==> src/rtl/spi_response_transmitter_if.sv <==
// Host-side push bus for spi_response_transmitter.
//  tx_data   byte to queue
//  tx_valid  push request
//  tx_ready  FIFO not full; push accepted when tx_valid && tx_ready
//  flush     1-cycle pulse, empties the FIFO
interface spi_response_transmitter_if;
  logic [7:0] tx_data;
  logic       tx_valid;
  logic       tx_ready;
  logic       flush;

  modport master (output tx_data, tx_valid, flush, input tx_ready);
  modport slave  (input tx_data, tx_valid, flush, output tx_ready);
endinterface

==> src/rtl/spi_response_transmitter.sv <==
// Slave-side SPI MISO transmitter (mode 0, MSB first).
// Response bytes are queued from the clock domain into a FIFO. cs/sck are
// synchronised and edge-detected in the clock domain, so no logic runs on sck.
// The byte being shifted is peeked from the FIFO head and popped only after its
// 8th sck fall, so a byte cut short by cs release is resent on the next frame.
// Ports:
//  clock, reset_n      system clock / async active-low reset
//  cs, sck             SPI chip select (active low) and serial clock, async
//  miso, miso_oe       serial data out and pad drive enable
//  bus                 push bus (tx_data/tx_valid/tx_ready/flush)
//  fifo_level          bytes queued, including the byte in flight
//  byte_sent           pulse: a FIFO byte fully shifted out
//  underrun            pulse: IDLE_BYTE loaded because the FIFO was empty
//  tx_abort            pulse: cs released mid-byte
module spi_response_transmitter #(
  parameter int         FIFO_DEPTH  = 16,
  parameter logic [7:0] IDLE_BYTE   = 8'hFF,
  parameter int         SYNC_STAGES = 2
) (
  input  logic                          clock,
  input  logic                          reset_n,
  input  logic                          cs,
  input  logic                          sck,
  output logic                          miso,
  output logic                          miso_oe,
  spi_response_transmitter_if.slave     bus,
  output logic [$clog2(FIFO_DEPTH):0]   fifo_level,
  output logic                          byte_sent,
  output logic                          underrun,
  output logic                          tx_abort
);

  localparam int AW = $clog2(FIFO_DEPTH);
  localparam int LW = AW + 1;

  typedef enum logic [1:0] {IDLE, LOAD, SHIFT} state_t;

  // ---------------- synchronisers / edge detect ----------------
  logic [SYNC_STAGES-1:0] cs_sync, sck_sync;
  logic                   cs_d, sck_d;
  logic                   cs_s, sck_s;
  logic                   cs_fall, cs_rise, sck_fall;

  always_ff @(posedge clock or negedge reset_n) begin
    if (!reset_n) begin
      cs_sync  <= '1;
      sck_sync <= '0;
      cs_d     <= 1'b1;
      sck_d    <= 1'b0;
    end else begin
      cs_sync  <= {cs_sync[SYNC_STAGES-2:0], cs};
      sck_sync <= {sck_sync[SYNC_STAGES-2:0], sck};
      cs_d     <= cs_sync[SYNC_STAGES-1];
      sck_d    <= sck_sync[SYNC_STAGES-1];
    end
  end

  assign cs_s     = cs_sync[SYNC_STAGES-1];
  assign sck_s    = sck_sync[SYNC_STAGES-1];
  assign cs_fall  = cs_d & ~cs_s;
  assign cs_rise  = ~cs_d & cs_s;
  assign sck_fall = sck_d & ~sck_s;

  // ---------------- FIFO ----------------
  logic [7:0]    mem [FIFO_DEPTH];
  logic [AW-1:0] wr_ptr, rd_ptr, rd_next;
  logic [LW-1:0] level;
  logic          full, push, pop;

  assign full         = (level == LW'(FIFO_DEPTH));
  assign bus.tx_ready = ~full;
  assign fifo_level   = level;
  assign rd_next      = rd_ptr + 1'b1;
  // flush wins over a simultaneous push
  assign push         = bus.tx_valid & ~full & ~bus.flush;

  always_ff @(posedge clock) begin
    if (push) mem[wr_ptr] <= bus.tx_data;
  end

  always_ff @(posedge clock or negedge reset_n) begin
    if (!reset_n) begin
      wr_ptr <= '0;
      rd_ptr <= '0;
      level  <= '0;
    end else if (bus.flush) begin
      wr_ptr <= '0;
      rd_ptr <= '0;
      level  <= '0;
    end else begin
      if (push) wr_ptr <= wr_ptr + 1'b1;
      if (pop)  rd_ptr <= rd_next;
      case ({push, pop})
        2'b10:   level <= level + 1'b1;
        2'b01:   level <= level - 1'b1;
        default: level <= level;
      endcase
    end
  end

  // ---------------- control FSM ----------------
  state_t     state_q, state_d;
  logic [7:0] shift;
  logic [2:0] bit_cnt;
  logic       from_fifo;   // byte in the shifter is the (unpopped) FIFO head
  logic       load, shift_en, abort, hit;
  logic [7:0] load_byte;

  always_ff @(posedge clock or negedge reset_n) begin
    if (!reset_n) state_q <= IDLE;
    else          state_q <= state_d;
  end

  always_comb begin
    state_d  = state_q;
    load     = 1'b0;
    shift_en = 1'b0;
    pop      = 1'b0;
    abort    = 1'b0;
    if (cs_rise) begin
      state_d = IDLE;
      abort   = (bit_cnt != 3'd0);
    end else begin
      case (state_q)
        IDLE:  if (cs_fall) state_d = LOAD;
        LOAD:  begin
          load    = 1'b1;
          state_d = SHIFT;
        end
        SHIFT: if (sck_fall) begin
          shift_en = 1'b1;
          if (bit_cnt == 3'd7) begin
            // a flushed byte still finishes shifting but is never popped
            pop  = from_fifo & ~bus.flush;
            load = 1'b1;
          end
        end
        default: state_d = IDLE;
      endcase
    end
    // next byte: entry after the one being popped, else current head
    if (bus.flush)  hit = 1'b0;
    else if (pop)   hit = (level >= LW'(2));
    else            hit = (level != '0);
    load_byte = pop ? mem[rd_next] : mem[rd_ptr];
  end

  always_ff @(posedge clock or negedge reset_n) begin
    if (!reset_n) begin
      shift     <= IDLE_BYTE;
      bit_cnt   <= '0;
      from_fifo <= 1'b0;
      miso_oe   <= 1'b0;
      byte_sent <= 1'b0;
      underrun  <= 1'b0;
      tx_abort  <= 1'b0;
    end else begin
      byte_sent <= pop;
      underrun  <= load & ~hit;
      tx_abort  <= abort;

      if (load)          shift <= hit ? load_byte : IDLE_BYTE;
      else if (shift_en) shift <= {shift[6:0], 1'b0};

      if (cs_rise)       bit_cnt <= '0;
      else if (shift_en) bit_cnt <= bit_cnt + 1'b1;

      if (cs_rise)       miso_oe <= 1'b0;
      else if (load)     miso_oe <= 1'b1;

      if (cs_rise || bus.flush) from_fifo <= 1'b0;
      else if (load)            from_fifo <= hit;
    end
  end

  assign miso = shift[7];

endmodule
==> src/flat_wrapper.sv <==
// flat-port wrapper written by rule: the top's interface ports become plain ports
module spi_response_transmitter_flat 
#(
  parameter int         FIFO_DEPTH  = 16,
  parameter logic [7:0] IDLE_BYTE   = 8'hFF,
  parameter int         SYNC_STAGES = 2
)
  (clock, reset_n, cs, sck, miso, miso_oe, fifo_level, byte_sent, underrun, tx_abort, bus_tx_data, bus_tx_valid, bus_flush, bus_tx_ready);
  spi_response_transmitter_if bus_i ();
  input  logic clock;
  input  logic reset_n;
  input  logic cs;
  input  logic sck;
  output logic miso;
  output logic miso_oe;
  output logic [$clog2(FIFO_DEPTH):0] fifo_level;
  output logic byte_sent;
  output logic underrun;
  output logic tx_abort;
  input wire logic [$bits(bus_i.tx_data)-1:0] bus_tx_data;
  input wire logic [$bits(bus_i.tx_valid)-1:0] bus_tx_valid;
  input wire logic [$bits(bus_i.flush)-1:0] bus_flush;
  output wire logic [$bits(bus_i.tx_ready)-1:0] bus_tx_ready;
  assign bus_i.tx_data = bus_tx_data;
  assign bus_i.tx_valid = bus_tx_valid;
  assign bus_i.flush = bus_flush;
  assign bus_tx_ready = bus_i.tx_ready;
  spi_response_transmitter #(.FIFO_DEPTH(FIFO_DEPTH), .IDLE_BYTE(IDLE_BYTE), .SYNC_STAGES(SYNC_STAGES)) u_core (.clock(clock), .reset_n(reset_n), .cs(cs), .sck(sck), .miso(miso), .miso_oe(miso_oe), .bus(bus_i), .fifo_level(fifo_level), .byte_sent(byte_sent), .underrun(underrun), .tx_abort(tx_abort));
endmodule
==> config.mk <==
export PLATFORM = sky130hd
export DESIGN_NAME = spi_response_transmitter_flat
export DESIGN_NICKNAME = d
export VERILOG_FILES = /design/src/rtl/spi_response_transmitter_if.sv /design/src/rtl/spi_response_transmitter.sv /design/src/flat_wrapper.sv
export SDC_FILE = /design/constraint.sdc
export NUM_CORES = 1
export LEC_CHECK = 0
export BUFFER_PORTS_ARGS = -buffer_cell sky130_fd_sc_hd__clkbuf_2
export CAP_MARGIN = 20
export CORE_UTILIZATION = 25
export DETAILED_ROUTE_END_ITERATION = 10
export GPL_TIMING_DRIVEN = 0
export PLACE_DENSITY = 0.51
export SYNTH_ARGS = -nofsm -noshare
export SYNTH_HDL_FRONTEND = slang
export SYNTH_SLANG_ARGS = --single-unit
==> constraint.sdc <==
create_clock -name clock -period 2.7 [get_ports clock]
set_input_delay 0.27 -clock clock [delete_from_list [all_inputs] [get_ports clock]]
set_output_delay 0.27 -clock clock [all_outputs]
set_load 0.01 [all_outputs]
* Yosys cells after proc, flatten, opt, wreduce, memory -nomap -nowiden
Memories as Yosys holds them, arrays and structs flattened.
Index checks and enable logic that the tools add are counted.
** Word-level totals
- Register bits :: 37
- Memory bits (writable) :: 128
- Input port bits :: 14
- Word-level logic and storage cells :: 90
- Memories :: 1
** Cells by class
- $add $sub $neg :: 5
- $lt $le $gt $ge :: 1
- Equality and inequality tests :: 8
- Muxes and demuxes :: 35
- Bitwise logic cells :: 13
- Reduce and logical (&&, ||, !) cells :: 12
** Memories
- u_core.mem :: words 16, width 8, rd ports 2, clocked after memory_dff 0, write ports 1, line spi_response_transmitter.sv:65 : logic [7:0] mem [FIFO_DEPTH];
** Operators with widths (count)
- 8-bit two-way mux :: 4
- 1-bit two-way mux :: 19
- 4-bit two-way mux :: 4
- 2-bit nonzero test :: 6
- 5-bit case mux with 2 select lines :: 1
- 4-bit by 1-bit adder with 4-bit output (second input constant) :: 2
- 1-bit bitwise AND :: 7
- 3-bit two-way mux :: 2
- 1-bit NOT :: 6
- 2-bit case mux with 3 select lines :: 1
- 3-bit nonzero test :: 2
- 5-bit by 1-bit adder with 5-bit output (second input constant) :: 1
- 5-bit equality test (second input constant) :: 1
- 5-bit by 2-bit >= comparator with 1-bit output (second input constant) :: 1
- 5-bit two-way mux :: 1
- 5-bit nonzero test :: 1
- 5-bit by 1-bit subtractor with 5-bit output (second input constant) :: 1
- 2-bit by 1-bit equality test with 1-bit output (second input constant) :: 2
- 2-bit equality test (second input constant) :: 2
- 2-bit two-way mux :: 2
- 3-bit by 1-bit adder with 3-bit output (second input constant) :: 1
- 3-bit equality test (second input constant) :: 1
- 3-bit by 1-bit != test with 1-bit output (second input constant) :: 1
- 2-bit zero test :: 1
- other kinds (4) :: 4

* Logic depth before layout (Yosys ltp)
- Depth in word-level cells :: 10
- Depth in mapped cells :: 13

* Worst setup path after synthesis
No wires, ideal clock.
- Path type :: register to register
- From :: register u_core.state_q[0]
- To :: register u_core.level[4] (netlist: u_core.fifo_level[4])
- Data arrival time :: 2.681 ns
- Path slack :: -0.096 ns
- Stages on the path, launching flop included :: 14
- Path buffers :: 0
- Cells stage by stage :: dfrtp_1 -> inv_1 -> ha_1 -> and4b_1 -> nand4_1 -> inv_1 -> nand2_1 -> xnor2_1 -> ha_1 -> or3_1 -> a21oi_1 -> o21ai_0 -> or4_1 -> o311ai_0
** On the way
- Word-level cells in the longest chain between the ends :: 6
- Elaborated cells between the ends (all ways) :: 8
** Ends and longest elaborated chain
- from (decl) :: line spi_response_transmitter.sv:102 : state_t state_q, state_d;
- from (signal assigned) :: line spi_response_transmitter.sv:111 : else state_q <= state_d;
- 2-bit equality test * :: line spi_response_transmitter.sv:124 : case (state_q)
- 1-bit two-way mux * :: line spi_response_transmitter.sv:124
- 1-bit two-way mux * :: line spi_response_transmitter.sv:120 : if (cs_rise) begin
- 2-bit by 1-bit equality test with 1-bit output or 2-bit equality test (tied branches) :: line spi_response_transmitter.sv:93 : case ({push, pop})
- 5-bit case mux with 2 select lines :: line spi_response_transmitter.sv:93
- 5-bit two-way mux :: line spi_response_transmitter.sv:86 : end else if (bus.flush) begin
- to (signal assigned) :: line spi_response_transmitter.sv:94 : 2'b10: level <= level + 1'b1;
- to (signal assigned) :: line spi_response_transmitter.sv:95 : 2'b01: level <= level - 1'b1;
- to (signal assigned) :: line spi_response_transmitter.sv:96 : default: level <= level;
- to (decl) :: line spi_response_transmitter.sv:67 : logic [LW-1:0] level;
Mark *: on every way between the ends. The rest lies on a longest branch, timed or not.
A chain may end at the register's enable or synchronous reset.

* Worst setup path after layout
- From :: register u_core.bit_cnt[1]
- To :: register u_core.level[4] (netlist: u_core.fifo_level[4])
** On the way
- Word-level cells in the longest chain between the ends :: 8
- Elaborated cells between the ends (all ways) :: 10
** Ends and longest elaborated chain
- from (decl) :: line spi_response_transmitter.sv:104 : logic [2:0] bit_cnt;
- from (signal assigned) :: line spi_response_transmitter.sv:166 : else if (shift_en) bit_cnt <= bit_cnt + 1'b1;
- 3-bit equality test * :: line spi_response_transmitter.sv:132 : if (bit_cnt == 3'd7) begin
- 1-bit two-way mux * :: line spi_response_transmitter.sv:132
- 1-bit two-way mux * :: line spi_response_transmitter.sv:130 : SHIFT: if (sck_fall) begin
- 1-bit two-way mux * :: line spi_response_transmitter.sv:124
- 1-bit two-way mux * :: line spi_response_transmitter.sv:120
- 2-bit by 1-bit equality test with 1-bit output or 2-bit equality test (tied branches) :: line spi_response_transmitter.sv:93
- 5-bit case mux with 2 select lines :: line spi_response_transmitter.sv:93
- 5-bit two-way mux :: line spi_response_transmitter.sv:86
Marks and branches as above.

==> impl_metrics.prom <==
# TYPE chip_impl_metric gauge
chip_impl_info{name="run_status",value="complete, but fails checks"} 1
chip_impl_info{name="violations",value="hold timing, setup timing"} 1
chip_impl_info{name="worst_hold_path_type",value="input port to asynchronous set/reset pin"} 1
chip_impl_metric{name="synth-seq-area-share",unit=""} 0.5982
chip_impl_metric{name="rows",unit=""} 65
chip_impl_metric{name="detail_route.drc_violations",unit=""} 0
chip_impl_metric{name="post-layout-total-power",unit="mW"} 5.910
chip_impl_metric{name="power_density",unit="mW/mm²"} 625.6
chip_impl_info{name="critPathTopFamily",value="simple AND/OR/NAND/NOR gates"} 1
chip_impl_metric{name="synthArstFlopShare",unit=""} 0.2242
chip_impl_metric{name="io_buffers",unit=""} 24
chip_impl_info{name="cp-end-kind",value="register"} 1
chip_impl_metric{name="synthSimpleGateAreaFrac",unit=""} 0.1264
chip_impl_info{name="dominant_combinational_cell_family_by_area_after_synthesis",value="multiplexers"} 1
chip_impl_metric{name="vdd.ir_drop.worst",unit="mV"} 0.4613
chip_impl_metric{name="drive_above_1_share",unit=""} 0.2680
chip_impl_metric{name="avgSynthCellArea",unit="µm²"} 13.07
chip_impl_info{name="postSynth.topFlopCell",value="sky130_fd_sc_hd__edfxtp_1"} 1
chip_impl_info{name="critPathMostFrequentCell",value="sky130_fd_sc_hd__ha_2"} 1
chip_impl_metric{name="tightestPinTransition",unit="ns"} 0.9812
chip_impl_info{name="layout_commonest_cell",value="sky130_fd_sc_hd__edfxtp_1"} 1
chip_impl_info{name="crit_path_end",value="u_core.fifo_level[4]"} 1
chip_impl_metric{name="synthesis.nets",unit=""} 641
chip_impl_metric{name="h-tree-depth",unit=""} 4
chip_impl_metric{name="ctsLongestPathBuffers",unit=""} 2
chip_impl_metric{name="synth_edf_count",unit=""} 128
chip_impl_metric{name="die-height",unit="µm"} 180.8
chip_impl_metric{name="grt_overflow",unit=""} 0
chip_impl_metric{name="worst_skew_pair.late_latency",unit="ns"} 0.43
chip_impl_metric{name="cp.required",unit="ns"} 3.04
chip_impl_metric{name="grt_pass1_wl",unit="µm"} 34040
chip_impl_metric{name="synth_xor_area_frac",unit=""} 0.01283
chip_impl_info{name="worstPathCellList",value="ha_2 -> ha_1 -> and4b_1 -> nand4_1 -> inv_2 -> nand2_2 -> xnor2_1 -> ha_2 -> or3_1 -> a21oi_2 -> o21ai_1 -> or4_1 -> o311ai_2"} 1
chip_impl_metric{name="synth_cells",unit=""} 612
chip_impl_metric{name="tritoncts.num_buffers",unit=""} 17
chip_impl_info{name="cts_tree",value="yes"} 1
chip_impl_metric{name="rrSetupSlack",unit="ns"} -0.03
chip_impl_metric{name="achievable-frequency",unit="MHz"} 366.6
chip_impl_metric{name="finalHoldViolCount",unit=""} 26
chip_impl_metric{name="setup-violations-final",unit=""} 1
chip_impl_metric{name="routed_wire_length_per_instance",unit="µm"} 20.89
chip_impl_info{name="layout.cells.most_common_list",value="sky130_fd_sc_hd__edfxtp_1 (128), sky130_fd_sc_hd__nand2_1 (117), sky130_fd_sc_hd__mux4_2 (40)"} 1
chip_impl_info{name="timing.critical_path.from_type",value="register"} 1
chip_impl_metric{name="place_congestion",unit=""} 0.8078
chip_impl_metric{name="die_area",unit="mm²"} 0.03270
chip_impl_metric{name="post_drt_via_cell_ratio",unit=""} 5.039
chip_impl_metric{name="drt_pass1_iterations",unit=""} 5
chip_impl_metric{name="ant_nets",unit=""} 0
chip_impl_metric{name="dp_hpwl",unit="µm"} 15260
chip_impl_metric{name="finalCoreUtilization",unit=""} 0.3002
chip_impl_metric{name="antenna_found_initial",unit=""} 0
chip_impl_info{name="critPathLaunch",value="u_core.bit_cnt[1]"} 1
chip_impl_metric{name="clock_sink_count",unit=""} 165
chip_impl_metric{name="grt_pass1_vias",unit=""} 5315
chip_impl_metric{name="first_iter_violations",unit=""} 514
chip_impl_metric{name="worst_ep_arrival_time",unit="ns"} 3.07
chip_impl_metric{name="syn-cell-area",unit="mm²"} 0.007996
chip_impl_metric{name="syn2layout_area_growth",unit="%"} 18.15
chip_impl_metric{name="die_x",unit="µm"} 180.8
chip_impl_metric{name="cp_num_cells",unit=""} 13
chip_impl_metric{name="worst-path-buf-inv",unit=""} 1
chip_impl_metric{name="top_level_ports",unit=""} 25
chip_impl_metric{name="critPathMaxFanout",unit=""} 3
chip_impl_metric{name="clock_skews",unit="ns"} 0.01655
chip_impl_metric{name="yosys-mux-area-fraction",unit=""} 0.1368
chip_impl_metric{name="finalSetupTns",unit="ns"} -0.02769
chip_impl_info{name="grt_setup_unrepaired",value="yes"} 1
chip_impl_metric{name="final.period_utilization",unit=""} 1.010
chip_impl_metric{name="crit_path_largest_cell_delay",unit="ns"} 0.43
chip_impl_metric{name="yosys.area_share.adder",unit=""} 0.02347
chip_impl_metric{name="dr_total_vias",unit=""} 5447
chip_impl_info{name="cts.root.buffer_cell",value="sky130_fd_sc_hd__clkbuf_16"} 1
chip_impl_metric{name="cts.clk_slew.worst_paths",unit="ns"} 0.07
chip_impl_metric{name="routed_wirelength",unit="µm"} 22590
chip_impl_metric{name="count_of_distinct_cell_types_in_the_synthesized_netlist",unit=""} 54
chip_impl_info{name="critical-path-slowest-cell",value="sky130_fd_sc_hd__or4_1"} 1
chip_impl_metric{name="finalNetCount",unit=""} 695
chip_impl_metric{name="max_cap_viol_count",unit=""} 0
chip_impl_metric{name="synthesis.yosys.warnings",unit=""} 0
chip_impl_metric{name="fp.coreArea",unit="mm²"} 0.03147
chip_impl_metric{name="synth_compound_area_frac",unit=""} 0.07057
chip_impl_info{name="regToRegStartpoint",value="u_core.bit_cnt[1]"} 1
chip_impl_metric{name="initial_utilization",unit=""} 0.2541
chip_impl_metric{name="reg2reg_depth",unit=""} 13
chip_impl_metric{name="grt_usage",unit=""} 0.1433
chip_impl_metric{name="antenna-diode-count",unit=""} 0
chip_impl_info{name="critical_path_class",value="register to register"} 1
chip_impl_metric{name="grt_start_max_net_pins",unit=""} 38
chip_impl_info{name="worst_r2r_endpoint",value="u_core.fifo_level[4]"} 1
chip_impl_metric{name="period_needed",unit="ns"} 2.728
chip_impl_metric{name="cellLeakagePower",unit="nW"} 3.311
chip_impl_metric{name="yosys_register_bits",unit=""} 165
chip_impl_metric{name="final_max_slew_viol_count",unit=""} 0
chip_impl_metric{name="timing.final.ws_setup",unit="ns"} -0.02769
chip_impl_metric{name="whs",unit="ns"} -0.03488
chip_impl_metric{name="slew_headroom",unit=""} 0.3434
-- flip-flops by register name, summed over array words and instances, names as in the netlist --
name	cells
u_core.mem	128
u_core.sck_sync	2
u_core.state_q	2
u_core.from_fifo	1
u_core.byte_sent	1
u_core.fifo_level	5
u_core.rd_ptr	4
u_core.cs_sync	2
u_core.bit_cnt	3
u_core.underrun	1
u_core.tx_abort	1
u_core.sck_d	1
u_core.cs_d	1
u_core.shift	8
u_core.wr_ptr	4
u_core.miso_oe	1
-- worst min-delay path by stage --
stage                    endpoint  slack (ns)  cells past startpoint
2_1_floorplan   u_core.bit_cnt[0]       -0.03                      0
3_3_place_gp   u_core.sck_sync[1]        0.34                      0
3_5_place_dp   u_core.sck_sync[1]        0.34                      0
4_1_cts           u_core.tx_abort        0.01                      1
5_1_grt           u_core.tx_abort        0.05                      1
6_report          u_core.tx_abort       -0.03                      1
-- through the flow --
| step | instances | area [µm²] | hold WS [ns] | setup WS, ns |
|---|---|---|---|---|
| 4_1_cts | 1078 | 9374 | 0.01496 | -0.02657 |
| 3_3_place_gp | 1038 | 8622 | 0.3392 | -0.5548 |
| 5_1_grt | 1081 | 9448 | 0.04656 | -0.1940 |
| 6_report | 1081 | 9448 | -0.03488 | -0.02769 |
| 3_5_place_dp | 1040 | 8665 | 0.3387 | -0.5849 |
| 2_1_floorplan | 612 | 7999 | -0.02559 | 0.01248 |
-- repair_timing --
item,4_1_cts,5_1_grt
endpoints found under the hold margin,2,0
gates resized for setup,14,22
setup buffers,4,3
pin swaps,3,2
setup endpoints to repair,9,66
hold buffers,2,0
-- power by group --
| part | leakage (nW) | switching [mW] | internal [mW] | total [mW] |
|---|---|---|---|---|
| combinational | 1.40 | 0.251 | 0.172 | 0.423 |
| clock | 0.295 | 1.06 | 1.48 | 2.54 |
| sequential | 1.62 | 0.0599 | 2.89 | 2.94 |
-- area by class of cell --
cell class	instances	area, µm²
clock buffers	17	425.4
well taps	402	503.0
multi-input cells	394	3058
fillers	3148	22030
plain buffers	40	219.0
inverters	13	48.80
repair buffers	35	215.2
clock inverters	15	195.2
flip-flops and latches	165	4783
-- synthesized netlist by cell type (10+ instances only) --
master                     number  area [µm²]
sky130_fd_sc_hd__mux2i_1       17       170.2
sky130_fd_sc_hd__nor2_1        35       131.4
sky130_fd_sc_hd__nand2_1      118       442.9
sky130_fd_sc_hd__a31oi_1       23       143.9
sky130_fd_sc_hd__nand3_1       28       140.1
sky130_fd_sc_hd__buf_2         19       95.09
sky130_fd_sc_hd__clkbuf_1      10       37.54
sky130_fd_sc_hd__inv_1         13       48.80
sky130_fd_sc_hd__a211oi_1      12       90.09
sky130_fd_sc_hd__mux4_2        40       900.9
sky130_fd_sc_hd__dfrtp_1       26       650.6
sky130_fd_sc_hd__edfxtp_1     128        3844
sky130_fd_sc_hd__dfstp_2       11       289.0
sky130_fd_sc_hd__a21oi_1       18       90.09
sky130_fd_sc_hd__nor2b_1       11       68.82
sky130_fd_sc_hd__ha_1          15       187.7
-- cell families after synthesis --
| kind of cell | after synthesis |
|---|---|
| muxes | 59 |
| xor gates and xnor gates | 10 |
| and+or+nand+nor | 227 |
| AOI/OAI and AO/OA | 83 |
| DFF | 165 |
| buffers and inverters | 53 |
| adders and majority gates | 15 |
-- routing by layer --
layer | GRT usage | share of wire | wire length [µm] | vias up
li1 | - | - | - | 2421
met1 | 0.1980 | 0.44 | 10000 | 2761
met2 | 0.2205 | 0.46 | 10340 | 229
met3 | 0.03084 | 0.072 | 1627 | 36
met4 | 0.05197 | 0.027 | 616 | 0
met5 | 0 | 0 | 0 | -
No activity file was read; power rests on OpenSTA's default activity.
